File: src/rtl/cc_rd_fill_requester.sv
// CC_RD_FILL (code 8) command initiator: sends CSN/CC, then validates and unpacks the fill response.
// Optional build macro: CC_RD_FILL_CKSUM_CHECK_EN enables the data checksum accumulator and compare.
module cc_rd_fill_requester #(
  parameter int unsigned TIMEOUT_CYCLES = 1_000_000
) (
  input  logic         clk,
  input  logic         reset_n,
  input  logic         start,
  input  logic [31:0]  csn,
  output logic         busy,
  output logic         done,
  output logic [31:0]  tx_tdata,
  output logic         tx_tvalid,
  output logic         tx_tlast,
  input  logic         tx_tready,
  input  logic [31:0]  rx_tdata,
  input  logic         rx_tvalid,
  input  logic         rx_tlast,
  output logic         rx_tready,
  output logic [127:0] fill_header,
  output logic         header_valid,
  output logic [31:0]  data_tdata,
  output logic         data_tvalid,
  input  logic         data_tready,
  output logic         err_rsn,
  output logic         err_no_fill,
  output logic         err_length,
  output logic         err_checksum,
  output logic         err_timeout,
  output logic [22:0]  words_rcvd
);

  localparam logic [31:0] CC_CODE  = 32'h0000_0008;
  localparam logic [31:0] NO_FILL  = 32'hFFFF_FFF7;
  localparam logic [31:0] WD_LAST  = 32'(TIMEOUT_CYCLES) - 32'd1;

  typedef enum logic [3:0] {
    IDLE, SEND_CSN, SEND_CC, RX_RSN, RX_RC, RX_HDR, RX_DATA, RX_CKSUM, DRAIN, DONE
  } state_t;

  state_t      state, state_nx;
  logic [31:0] csn_q;
  logic [1:0]  hdr_idx;
  logic [22:0] expected;
  logic [22:0] expected_nx;
  logic [20:0] len_p2;
  logic [31:0] wd_cnt;
  logic        rx_phase, rx_hs, tx_hs, timeout_hit, hdr_done;
  logic        set_rsn, set_no_fill, set_len, set_to;

  // Length field plus two, wrapped in 21 bits, then scaled to 32-bit words.
  assign len_p2      = fill_header[84:64] + 21'd2;
  assign expected_nx = {len_p2, 2'b00};

  assign busy        = (state != IDLE);
  assign rx_phase    = state inside {RX_RSN, RX_RC, RX_HDR, RX_DATA, RX_CKSUM, DRAIN};
  assign rx_tready   = (state == RX_DATA) ? data_tready : (rx_phase ? 1'b1 : 1'b0);
  assign rx_hs       = rx_tvalid & rx_tready;
  assign tx_hs       = tx_tvalid & tx_tready;
  assign data_tvalid = (state == RX_DATA) & rx_tvalid;
  assign data_tdata  = (state == RX_DATA) ? rx_tdata : 32'h0;
  assign timeout_hit = (TIMEOUT_CYCLES != 0) && rx_phase && !rx_tvalid && (wd_cnt == WD_LAST);

`ifdef CC_RD_FILL_CKSUM_CHECK_EN
  logic [31:0] sum;
  logic        set_ck;
`else
  assign err_checksum = 1'b0;
`endif

  // NOTE: every signal written here gets a default first so no latch is inferred.
  always_comb begin
    state_nx    = state;
    set_rsn     = 1'b0;
    set_no_fill = 1'b0;
    set_len     = 1'b0;
    set_to      = 1'b0;
    hdr_done    = 1'b0;
`ifdef CC_RD_FILL_CKSUM_CHECK_EN
    set_ck      = 1'b0;
`endif
    case (state)
      IDLE:     if (start) state_nx = SEND_CSN;
      SEND_CSN: if (tx_hs) state_nx = SEND_CC;
      SEND_CC:  if (tx_hs) state_nx = RX_RSN;
      RX_RSN: if (rx_hs) begin
        if (rx_tdata != csn_q) begin
          set_rsn  = 1'b1;
          state_nx = rx_tlast ? DONE : DRAIN;
        end else if (rx_tlast) begin
          set_len  = 1'b1;
          state_nx = DONE;
        end else begin
          state_nx = RX_RC;
        end
      end
      RX_RC: if (rx_hs) begin
        if (rx_tdata == CC_CODE) begin
          set_len  = rx_tlast;
          state_nx = rx_tlast ? DONE : RX_HDR;
        end else if (rx_tdata == NO_FILL) begin
          set_no_fill = 1'b1;
          set_len     = !rx_tlast;
          state_nx    = rx_tlast ? DONE : DRAIN;
        end else begin
          set_rsn  = 1'b1;
          state_nx = rx_tlast ? DONE : DRAIN;
        end
      end
      RX_HDR: if (rx_hs) begin
        if (rx_tlast) begin
          set_len  = 1'b1;
          state_nx = DONE;
        end else if (hdr_idx == 2'd3) begin
          hdr_done = 1'b1;
          state_nx = (expected_nx == 23'd0) ? RX_CKSUM : RX_DATA;
        end
      end
      RX_DATA: if (rx_hs) begin
        if (rx_tlast) begin
          set_len  = 1'b1;
          state_nx = DONE;
        end else if (words_rcvd + 23'd1 == expected) begin
          state_nx = RX_CKSUM;
        end
      end
      RX_CKSUM: if (rx_hs) begin
`ifdef CC_RD_FILL_CKSUM_CHECK_EN
        set_ck   = (rx_tdata != sum);
`endif
        set_len  = !rx_tlast;
        state_nx = rx_tlast ? DONE : DRAIN;
      end
      DRAIN:   if (rx_hs && rx_tlast) state_nx = DONE;
      DONE:    state_nx = IDLE;
      default: state_nx = IDLE;
    endcase
    if (timeout_hit) begin
      set_to   = 1'b1;
      state_nx = DONE;
    end
  end

  // NOTE: sequential state uses non-blocking assignments so all flops update from pre-edge values.
  always_ff @(posedge clk or negedge reset_n) begin
    if (!reset_n) state <= IDLE;
    else          state <= state_nx;
  end

  always_ff @(posedge clk or negedge reset_n) begin
    if (!reset_n) begin
      done         <= 1'b0;
      header_valid <= 1'b0;
      tx_tvalid    <= 1'b0;
      tx_tlast     <= 1'b0;
      tx_tdata     <= 32'h0;
      csn_q        <= 32'h0;
      fill_header  <= 128'h0;
      hdr_idx      <= 2'd0;
      expected     <= 23'd0;
      words_rcvd   <= 23'd0;
      wd_cnt       <= 32'd0;
      err_rsn      <= 1'b0;
      err_no_fill  <= 1'b0;
      err_length   <= 1'b0;
      err_timeout  <= 1'b0;
    end else begin
      done         <= (state_nx == DONE);
      header_valid <= hdr_done;
      tx_tvalid    <= (state_nx == SEND_CSN) || (state_nx == SEND_CC);
      tx_tlast     <= (state_nx == SEND_CC);
      if (state_nx == SEND_CC)       tx_tdata <= CC_CODE;
      else if (state_nx == SEND_CSN) tx_tdata <= (state == IDLE) ? csn : csn_q;
      else                           tx_tdata <= 32'h0;

      if (!rx_phase || rx_hs) wd_cnt <= 32'd0;
      else if (!rx_tvalid)    wd_cnt <= wd_cnt + 32'd1;

      if (state == IDLE && start) begin
        csn_q       <= csn;
        hdr_idx     <= 2'd0;
        words_rcvd  <= 23'd0;
        err_rsn     <= 1'b0;
        err_no_fill <= 1'b0;
        err_length  <= 1'b0;
        err_timeout <= 1'b0;
      end else begin
        if (set_rsn)     err_rsn     <= 1'b1;
        if (set_no_fill) err_no_fill <= 1'b1;
        if (set_len)     err_length  <= 1'b1;
        if (set_to)      err_timeout <= 1'b1;
        if (state == RX_HDR && rx_hs) begin
          fill_header[{hdr_idx, 5'd0} +: 32] <= rx_tdata;
          hdr_idx <= hdr_idx + 2'd1;
        end
        if (hdr_done) expected <= expected_nx;
        if (state == RX_DATA && rx_hs) words_rcvd <= words_rcvd + 23'd1;
      end
    end
  end

`ifdef CC_RD_FILL_CKSUM_CHECK_EN
  always_ff @(posedge clk or negedge reset_n) begin
    if (!reset_n) begin
      sum          <= 32'h0;
      err_checksum <= 1'b0;
    end else if (state == IDLE && start) begin
      sum          <= 32'h0;
      err_checksum <= 1'b0;
    end else begin
      if (state == RX_DATA && rx_hs) sum <= sum + rx_tdata;
      if (set_ck) err_checksum <= 1'b1;
    end
  end
`endif

endmodule

File: config.mk
export PLATFORM = sky130hd
export DESIGN_NAME = cc_rd_fill_requester
export DESIGN_NICKNAME = d
export VERILOG_FILES = /design/src/rtl/cc_rd_fill_requester.sv
export SDC_FILE = /design/constraint.sdc
export NUM_CORES = 1
export LEC_CHECK = 0
export CORE_MARGIN = 1
export CORE_UTILIZATION = 56
export CTS_CLUSTER_SIZE = 12
export DETAILED_ROUTE_END_ITERATION = 8
export HOLD_SLACK_MARGIN = 0.08
export PLACE_DENSITY = 0.87
export SYNTH_ARGS = -nofsm -noshare
export SYNTH_HDL_FRONTEND = slang
export SYNTH_SLANG_ARGS = --single-unit
File: constraint.sdc
create_clock -name clk -period 6.45 [get_ports clk]
set_input_delay 1.29 -clock clk [delete_from_list [all_inputs] [get_ports clk]]
set_output_delay 1.29 -clock clk [all_outputs]
set_load 0.005 [all_outputs]
# ---- Yosys cells after proc, flatten, opt, wreduce, memory -nomap -nowiden
# Index checks and enable logic that the tools add are counted.
dict set report op_classes {
  addsub 5
  n_eq_ne 18
  shifts 2
  muxes 66
  bitwise_logic 4
  n_reduce_logical 24
}
# cell n
set op_table {}
lappend op_table {{$mux W32} 6}
lappend op_table {{$bwmux W128} 1}
lappend op_table {{$shift A32 B9 Y128 const A} 1}
lappend op_table {{$shiftx A32 B9 Y128} 1}
lappend op_table {{$mux W4} 18}
lappend op_table {{$mux W23} 2}
lappend op_table {{$pmux W4 S9} 1}
lappend op_table {{$mux W1} 34}
lappend op_table {{$add A32 B1 Y32 const B} 1}
lappend op_table {{$eq A32 B20 Y1 const B} 1}
lappend op_table {{$eq A32 B32 Y1 const B} 1}
lappend op_table {{$eq A32 B4 Y1 const B} 1}
lappend op_table {{$ne A32 B32 Y1} 1}
lappend op_table {{$add A23 B1 Y23 const B} 1}
lappend op_table {{$eq A23 B23 Y1} 1}
lappend op_table {{$logic_not A23 Y1} 1}
lappend op_table {{$add A21 B2 Y21 const B} 1}
lappend op_table {{$eq A4 B3 Y1 const B} 4}
lappend op_table {{$eq A4 B2 Y1 const B} 3}
lappend op_table {{$reduce_bool A2 Y1} 6}
lappend op_table {{$neg A7 Y9} 1}
lappend op_table {{$eq A4 B1 Y1 const B} 2}
lappend op_table {{$eq A4 B4 Y1 const B} 2}
lappend op_table {{$logic_and A1 B1 Y1} 6}
lappend op_table {{15 further kinds} 22}
dict set report word_totals {
  regBits 282
  input_bits 71
  output_inout_bits 227
  word_cells 135
}

# ---- Depth between registers and ports, before layout
# Gate-level depths: netlist (run 1).
dict set report depth {
  ltp_word 12
  mapped_depth 12
  mapped_depth_nobuf 9
}

# ---- Least setup slack after synthesis (run 1)
# No wires, ideal clock.
dict set report synth_path {
  kind {input-to-reg}
  start {input rx_tdata[27]}
  end {register tx_tdata[0]}
  setup_ns 0.073
  t_arrival_ns 3.275
  t_required_ns 6.377
  path_slack_ns 3.103
  path_stages 10
  path_buffers 2
  path_cell_list {clkbuf_1 -> nor4b_1 -> nand2_1 -> nor4_1 -> a31oi_1 -> nor3_1 -> o32a_1 -> nand4_4 -> buf_6 -> nor2_1}
}
dict set report synth_via {
  elab_chain_len 8
  elab_cells_between_ends 12
  classes_between {eq/ne (4); mux (8)}
}
# element line
set synth_lines {}
lappend synth_lines {{from (decl)} 16} ;# input logic [31:0] rx_tdata,
lappend synth_lines {{$eq A32 B4 Y1 / $ne A32 B32 Y1 (equally long branches)} {98, 87}}
lappend synth_lines {{$mux W4, on equally long branches} {98, 87}}
lappend synth_lines {{$mux W4, on equally long branches} {97, 86}}
lappend synth_lines {{$pmux W4 S9 (*)} 82} ;# case (state)
lappend synth_lines {{$mux W4 (*)} 138} ;# if (timeout_hit) begin
lappend synth_lines {{$eq A4 B1 Y1} 173} ;# else if (state_nx == SEND_CSN) tx_tdata <= (state == IDLE) ? csn : csn_q;
lappend synth_lines {{$mux W32} 173}
lappend synth_lines {{$mux W32 (*)} 172} ;# if (state_nx == SEND_CC) tx_tdata <= CC_CODE;
lappend synth_lines {{to (signal assigned)} 173}
lappend synth_lines {{to (decl)} 12} ;# output logic [31:0] tx_tdata,
# Mark *: on every way between the ends. The rest lies on a longest branch, timed or not.
# A chain may end at the register's enable or synchronous reset.

# ---- Worst setup path after layout (run 1)
dict set report layout_path {
  start {input rx_tdata[1]}
  end {output data_tdata[1]}
}
dict set report layout_via {
  elab_chain_len 1
}
# element line
set layout_lines {}
lappend layout_lines {{$mux W32} 61} ;# assign data_tdata = (state == RX_DATA) ? rx_tdata : 32'h0;
lappend layout_lines {{to (decl)} 22} ;# output logic [31:0] data_tdata,
# No other way between the ends.

==> impl_metrics.toml, run 1 <==
[floorplan]
die_w_um = 161
io_pins = 298
core_area_um2 = 24500
die_area_um2 = 25900
die_y_um = 161
start_util = 0.577
rows = 57

[sta]
rsz0062_at_grt = "no"
tightest_slew_ns = 1.21
fin_skew_ns = 0.0278
relSlewSlack = 0.191
drv_slew = 0
hold_slack_ns = 0.478
tns_ns = 0
fmax_mhz = 230
fin_crit_sh = 0.673
hold_violations = 0
setup_viol = 0
final.setup.worst_slack_ns = 2.11
finalCriticalPeriod_ns = 4.34

[pwr]
p_per_area_nw_per_um2 = 281
finalPower_mw = 5.09
leakage_nw = 7.37
max-vdd-ir-drop_uv = 222

[cells_and_area]
final_common_cell = "nand2_1"
register_area_um2 = 7060
fin_nets = 1838
fill_cells = 1764
mostFrequentLayoutCells = "314 x nand2_1, 295 x clkdlybuf4s50_1, 282 x dfrtp_1"
fin_cells = 2108
multiInputGateArea_um2 = 6570
area_delta_synth_final_pct = 28.3
final_layout_size_suffix_gt1_frac = 0.0701

[drt]
first_pass_iters = 5
vias = 12361
wl_per_cell_um = 20.8
viasPerCell = 5.86
drt_iter0_markers = 1436
final_antenna_net_count = 0
drc = 0
wl_um = 43800

[cts]
clock_latency_ns = 0.59
cts_tree = "done"
hold_buffers = 0
cts.sinks = 282
cts-htree-levels = 1
clock-root-buffer = "clkbuf_16"
cts_buffers = 31
clk_pin_slew_ns = 0.06
cts_setup_buffers = 0
cts_resized = 0
clockBufferDepth = 3

[grt]
antenna_found_initial = 2
grt_use_met3 = 0.0974
grt-ovfl-total = 0
first_global_vias = 12092
grt_use_total = 0.338
met1_usage = 0.422
grt_max_degree = 152
grt_pass1_wl_um = 67800
grtUsageMet2 = 0.553
busiest_layer = "met2"

[critical_path]
setup.worst_path.start_class = "input port"
path_max_fanout = 8
critPathKind = "input port to output pin"
cp_data_required_time_ns = 5.16
cp.arrival_ns = 3.05
end_kind = "output pin"

[yosys]
synth_top_family_by_area = "simple AND/OR/NAND/NOR gates"
synthXorXnorAreaFrac = 0.0681
synth_seq_cells = 282
syn_area_um2 = 14100
synth_edf_count = 0
syn_area_per_cell_um2 = 9.16
synthArstFlopShare = 1.00
seq_area_frac_synth = 0.499
synth_mux_area_frac = 0.0557
yosys.area_share.adder = 0.00796
synth-compound-area-share = 0.107
yosys_warnings = 0
syn_nets = 1625
synthSimpleGateAreaFrac = 0.221
syn_inst = 1545
synth-main-ff-cell = "dfrtp_1"
synth.distinct_cells = 69

[placed_design]
place_ws_ns = 1.66
dp_cells = 2049
gp_congestion = 0.908
dp_hpwl_um = 29500
port_buffers = 296

[min_path]
hold_path.class = "flop to flop"

[run]
cap_violations = 0

[run_status]
status = "complete, no violations"
==> state kept, by name, indices dropped and copies added, names as in the netlist <==
register and flops:
tx_tvalid 1, state 4, header_valid 1, tx_tdata 32
fill_header 128, done 1, wd_cnt 32, words_rcvd 23
err_rsn 1, expected 21, err_length 1, err_timeout 1
hdr_idx 2, err_no_fill 1, csn_q 32, tx_tlast 1
==> Yosys cell counts, drive strengths merged, types with 9 or more instances <==
cell type,n,area [um^2]
nand2,318,1190
dfrtp,282,7060
o21ai,177,897
nor2,117,439
clkbuf,102,384
xnor2,74,648
nand3,42,215
mux2,38,428
nand4,37,268
and2,36,225
mux2i,36,360
xor2,36,315
a21oi,34,170
nor4,30,230
buf,26,141
nor3,20,100
inv,15,56.3
or3,12,75.1
and3,11,68.8
a31oi,10,62.6
ha,9,113
==> cell type report <==
cell class | instances | share of cell area
clock inverter | 10 | 0.00668
tap | 324 | 0.0223
inverter | 15 | 0.00310
timing repair buffer | 308 | 0.169
sequential | 282 | 0.389
antenna | 2 | 0.000276
clock buffer | 47 | 0.0482
multi-input combinational | 1120 | 0.362
==> critical path: stages <==
cell and delay, ns:
clkdlybuf4s50_1 0.99, and2_1 0.26, clkdlybuf4s50_1 0.51
==> power breakdown <==
part | total, mW | switching [mW] | internal (mW)
sequential | 2.16 | 0.191 | 1.97
clock | 1.74 | 0.727 | 1.02
combinational | 1.19 | 0.608 | 0.579
total | 5.09 | 1.53 | 3.57
==> metal layers <==
metal  share of wire  vias to the layer above
li1                -                     5674
met1            0.38                     5960
met2            0.48                      607
met3           0.099                      120
met4           0.040                        0
met5               0                        -
==> logic make-up after synthesis <==
| kind of cell | Yosys count |
|---|---|
| xor gates and xnor gates | 110 |
| buffers and inverters | 143 |
| DFF | 282 |
| and+or+nand+nor | 661 |
| AOI/OAI and AO/OA | 265 |
| adders and majority gates | 9 |
| muxes | 74 |
| other | 1 |
==> path summary, 6_finish.rpt <==
kind	start	to	slack, ns	cells after the start
min in group asynchronous	reset_n	words_rcvd[17]	0.83	1
max reg2reg	state[0]	tx_tdata[5]	2.50	9
min	fill_header[120]	fill_header[120]	0.48	2
max in group asynchronous	reset_n	fill_header[43]	4.21	2
min reg2reg	fill_header[120]	fill_header[120]	0.48	2
max	rx_tdata[1]	data_tdata[1]	2.11	3
==> per-stage QoR <==
step	cell area [um^2]	utilization
after global placement	17200	0.699
after CTS	18200	0.740
after global routing	18200	0.740
final	18200	0.740
after detailed placement	17200	0.699
after floorplan	14100	-
Note: power is estimated with default switching activity, not from simulation.
==> inputs of run 2 (changes only) <==
CORE_UTILIZATION = 47   (was 56)
PLACE_DENSITY = 0.77   (was 0.87)
clock period = 3.7 ns   (was 6.45 ns; I/O delays follow)
==> impl_metrics.toml, run 2 (synthesized netlist as in run 1, its figures left out) <==
[run_status]
status = "complete, no violations"

[cts]
clock-root-buffer = "clkbuf_16"
cts_setup_buffers = 0
cts_buffers = 31
cts_tree = "done"
cts-htree-levels = 1
clk_pin_slew_ns = 0.06
cts.sinks = 282
hold_buffers = 0
clockBufferDepth = 3
cts_resized = 0
clock_latency_ns = 0.58

[placed_design]
port_buffers = 296
gp_congestion = 0.905
place_ws_ns = -0.125
dp_hpwl_um = 33000
postPlaceCellArea_um2 = 17700
dp_cells = 2171

[cells_and_area]
mostFrequentLayoutCells = "315 x nand2_1, 295 x clkdlybuf4s50_1, 282 x dfrtp_1"
largest_reg_flops = 128
area_delta_synth_final_pct = 32.6
fin_cells = 2225
fill_cells = 2433
multiInputGateArea_um2 = 6560
final_common_cell = "nand2_1"
regMostFlops = "fill_header"
fin_nets = 1894
final_layout_size_suffix_gt1_frac = 0.100
register_area_um2 = 7060
final_core_utilization = 0.633
final_area_um2 = 18800

[pwr]
power_frac_clock = 0.346
seqPwrFrac = 0.413
max-vdd-ir-drop_uv = 354
p_comb_frac = 0.241
leakage_nw = 7.69
p_sw_frac = 0.298
p_per_area_nw_per_um2 = 489
p_sw_mw = 2.73
p_int_mw = 6.44
finalPower_mw = 9.17

[floorplan]
die_w_um = 175
rows = 63
start_util = 0.477
die_area_um2 = 30800
core_area_um2 = 29600
die_y_um = 175
io_pins = 298

[critical_path]
path_max_fanout = 34
reg2reg_setup_slack_ns = 0.45
cp_data_required_time_ns = 2.96
cp_slowest_cell = "dfrtp_1"
worstPathCellList = "nor4bb_4 -> buf_4 -> and2_1 -> clkdlybuf4s50_1"
cp.arrival_ns = 2.82
end_kind = "output pin"
slowest_delay_ns = 0.74
critPathKind = "flop to output pin"
cp_num_buf_inv = 2
critPathTopFamily = "buffers and inverters"
setup.worst_path.start_class = "flop"

[grt]
grt_use_total = 0.299
first_global_vias = 12047
antenna_found_initial = 2
grt_pass1_wl_um = 70900
grt-ovfl-total = 0
grt_max_degree = 100

[sta]
fin_skew_ns = 0.0209
fin_crit_sh = 0.961
drv_slew = 0
relSlewSlack = 0.427
rsz0062_at_grt = "no"
final.setup.worst_slack_ns = 0.143
tns_ns = 0
tightest_slew_ns = 0.852
hold_slack_ns = 0.222
fmax_mhz = 281
finalCriticalPeriod_ns = 3.56
hold_violations = 0
setup_viol = 0

[drt]
drt_iter0_markers = 1239
viasPerCell = 5.60
vias = 12455
first_pass_iters = 5
final_antenna_net_count = 0
drc = 0
wl_um = 46200
wl_per_cell_um = 20.8

[run]
cap_violations = 0

[min_path]
hold_path.class = "input port to asynchronous set/reset pin"
run 2: cell count changes in the layout (fill, tap and decap cells not counted):
| cell | before | now |
|---|---|---|
| nand2_2 | 4 | 3 |
| buf_12 | 1 | 5 |
| clkinv_2 | 5 | 4 |
| clkbuf_1 | 12 | 4 |
| clkinvlp_4 | 1 | 2 |
| buf_4 | 11 | 63 |
| clkinv_4 | 1 | 0 |
| bufinv_16 | 2 | 3 |
| diode_2 | 2 | 1 |
| clkbuf_8 | 4 | 8 |
| nand2_1 | 314 | 315 |
run 2: area by class of cell:
class                           count  area share
Sequential cell                   282       0.376
Timing Repair Buffer              364       0.189
Antenna cell                        1    0.000133
Clock buffer                       43      0.0480
Multi-Input combinational cell   1120       0.350
Inverter                           15     0.00300
Tap cell                          390      0.0260
Clock inverter                     10     0.00774
run 2: routing by layer:
| metal | part of all wire | track usage | vias to the layer above | routed length (um) |
|---|---|---|---|---|
| met3 | 0.089 | 0.0753 | 99 | 4110 |
| met1 | 0.40 | 0.382 | 5986 | 18300 |
| met2 | 0.48 | 0.493 | 581 | 22100 |
| met4 | 0.038 | 0.105 | 0 | 1760 |
| li1 | - | - | 5789 | - |
| met5 | 0 | 0 | - | 0 |
run 2: power by group through the flow:
stage | clock network, mW | registers, mW | logic [mW]
2_1_floorplan | 0 | 3.69 | 1.41
3_3_place_gp | 0 | 3.84 | 2.14
3_5_place_dp | 0 | 3.84 | 2.19
4_1_cts | 3.21 | 3.78 | 2.21
5_1_grt | 3.33 | 3.82 | 2.38
6_report | 3.18 | 3.78 | 2.21
run 2: worst paths after layout:
| check | from | endpoint | cells past startpoint |
|---|---|---|---|
| max | state[1] | data_tdata[31] | 4 |
| min reg2reg | fill_header[103] | fill_header[103] | 2 |
| min in group clk | fill_header[103] | fill_header[103] | 2 |
| max in group asynchronous | reset_n | fill_header[92] | 2 |
| max reg2reg | words_rcvd[0] | tx_tdata[7] | 10 |
| min | reset_n | words_rcvd[18] | 1 |
==> inputs of run 3 (changes only) <==
CORE_UTILIZATION = 48   (was 47)
CTS_BUF_LIST = sky130_fd_sc_hd__clkbuf_4 sky130_fd_sc_hd__clkbuf_8   (was not set)
PLACE_DENSITY = 0.79   (was 0.77)
==> impl_metrics.toml, run 3 (synthesized netlist as in run 1, its figures left out) <==
[run_status]
status = "complete, no violations"

[placed_design]
dp_hpwl_um = 33200
port_buffers = 296
gp_congestion = 0.903
place_ws_ns = 0.231

[sta]
finalCriticalPeriod_ns = 3.52
relSlewSlack = 0.590
hold_violations = 0
fin_skew_ns = 0.0367
final.setup.worst_slack_ns = 0.176
tightest_slew_ns = 0.615
rsz0062_at_grt = "no"
setup_viol = 0
tns_ns = 0
drv_slew = 0
fin_crit_sh = 0.952
fmax_mhz = 284

[pwr]
seqPwrFrac = 0.424
p_sw_frac = 0.307
max-vdd-ir-drop_uv = 376
p_int_mw = 6.21
p_comb_frac = 0.246
p_sw_mw = 2.75
power_frac_clock = 0.330
p_per_area_nw_per_um2 = 478
leakage_nw = 7.74
finalPower_mw = 8.96

[drt]
first_pass_iters = 6
viasPerCell = 5.64
vias = 12720
drt_iter0_markers = 1200
wl_per_cell_um = 20.4
wl_um = 46100
final_antenna_net_count = 0
drc = 0

[cts]
clock_latency_ns = 0.60
cts_buffers = 49
hold_buffers = 0
cts.sinks = 282
clk_pin_slew_ns = 0.06
cts-htree-levels = 2
clock-root-buffer = "clkbuf_8"
clockBufferDepth = 3
cts_tree = "done"

[floorplan]
start_util = 0.490
core_area_um2 = 28900
io_pins = 298
die_w_um = 174
die_area_um2 = 30200
rows = 62
die_y_um = 174

[grt]
first_global_vias = 12513
antenna_found_initial = 2
grt_pass1_wl_um = 71500
grt-ovfl-total = 0
grt_max_degree = 76
grt_use_total = 0.304

[critical_path]
critPathTopFamily = "buffers and inverters"
setup.worst_path.start_class = "flop"
cp_slowest_cell = "clkdlybuf4s50_1"
cp_num_buf_inv = 3
critPathKind = "flop to output pin"
slowest_delay_ns = 0.54
path_common_cell = "buf_4"
end_kind = "output pin"
cp.arrival_ns = 2.78
worstPathCellList = "buf_4 -> nor4bb_4 -> buf_4 -> and2_1 -> clkdlybuf4s50_1"
cp_data_required_time_ns = 2.96
path_max_fanout = 32

[cells_and_area]
regMostFlops = "fill_header"
final_layout_size_suffix_gt1_frac = 0.121
largest_reg_flops = 128
final_common_cell = "nand2_1"
fin_nets = 1918
area_delta_synth_final_pct = 32.5
mostFrequentLayoutCells = "315 x nand2_1, 295 x clkdlybuf4s50_1, 281 x dfrtp_1"

[min_path]
hold_path.class = "input port to asynchronous set/reset pin"

[run]
cap_violations = 0
-- run 3: cell count changes in the layout (fill, tap and decap cells not counted), moves of 2 or more --
| cell | change |
|---|---|
| clkbuf_16 | -31 |
| clkinvlp_4 | -2 |
| buf_4 | +7 |
| clkbuf_1 | -4 |
| clkbuf_8 | +50 |
| bufinv_16 | -2 |
| inv_6 | +2 |
| clkbuf_4 | +16 |
-- run 3: layer usage --
metal	part of all wire	GRT usage	wire length [um]
met1	0.39	0.377	18000
met3	0.093	0.0888	4290
met2	0.47	0.494	21700
met5	0	0	0
met4	0.045	0.129	2050
-- run 3: final cells by class --
type | instances | area (um^2)
antenna | 2 | 5.00
clock buffer | 74 | 918
clock inverter | 10 | 97.6
fill | 2347 | 10100
inverter | 15 | 56.3
multi-input combinational | 1120 | 6560
sequential | 282 | 7060
tap | 384 | 480
timing repair buffer | 370 | 3570
-- run 3: what timing repair did --
action                     4_1_cts  5_1_grt
resized for setup                0        1
setup buffers                    0        0
setup endpoints to repair        0       32
-- run 3: worst paths after layout --
path | to | slack, ns | cells after the start | startpoint
max | data_tdata[25] | 0.18 | 5 | state[3]
min | fill_header[81] | 0.14 | 1 | reset_n
max reg2reg | tx_tdata[3] | 0.41 | 9 | words_rcvd[0]
min reg2reg | fill_header[42] | 0.48 | 2 | fill_header[42]
max in group asynchronous | expected[2] | 2.69 | 2 | reset_n
min in group clk | fill_header[42] | 0.48 | 2 | fill_header[42]
-- run 3: metrics by stage --
stage               instances  utilization  area [um^2]  hold slack, ns
global route             2257        0.650        18800           0.181
CTS                      2255        0.650        18700           0.142
finish                   2257        0.650        18800           0.137
detailed placement       2171        0.614        17700           0.470
global placement         2171        0.614        17700           0.461
floorplan                1545            -        14100           0.444
-- run 3: power groups by stage --
stage	Sequential (mW)	Clock, mW	Combinational, mW
global placement	3.83	0	2.14
CTS	3.79	3.01	2.21
finish	3.80	2.96	2.20
floorplan	3.69	0	1.41
global route	3.83	3.15	2.38
detailed placement	3.84	0	2.19
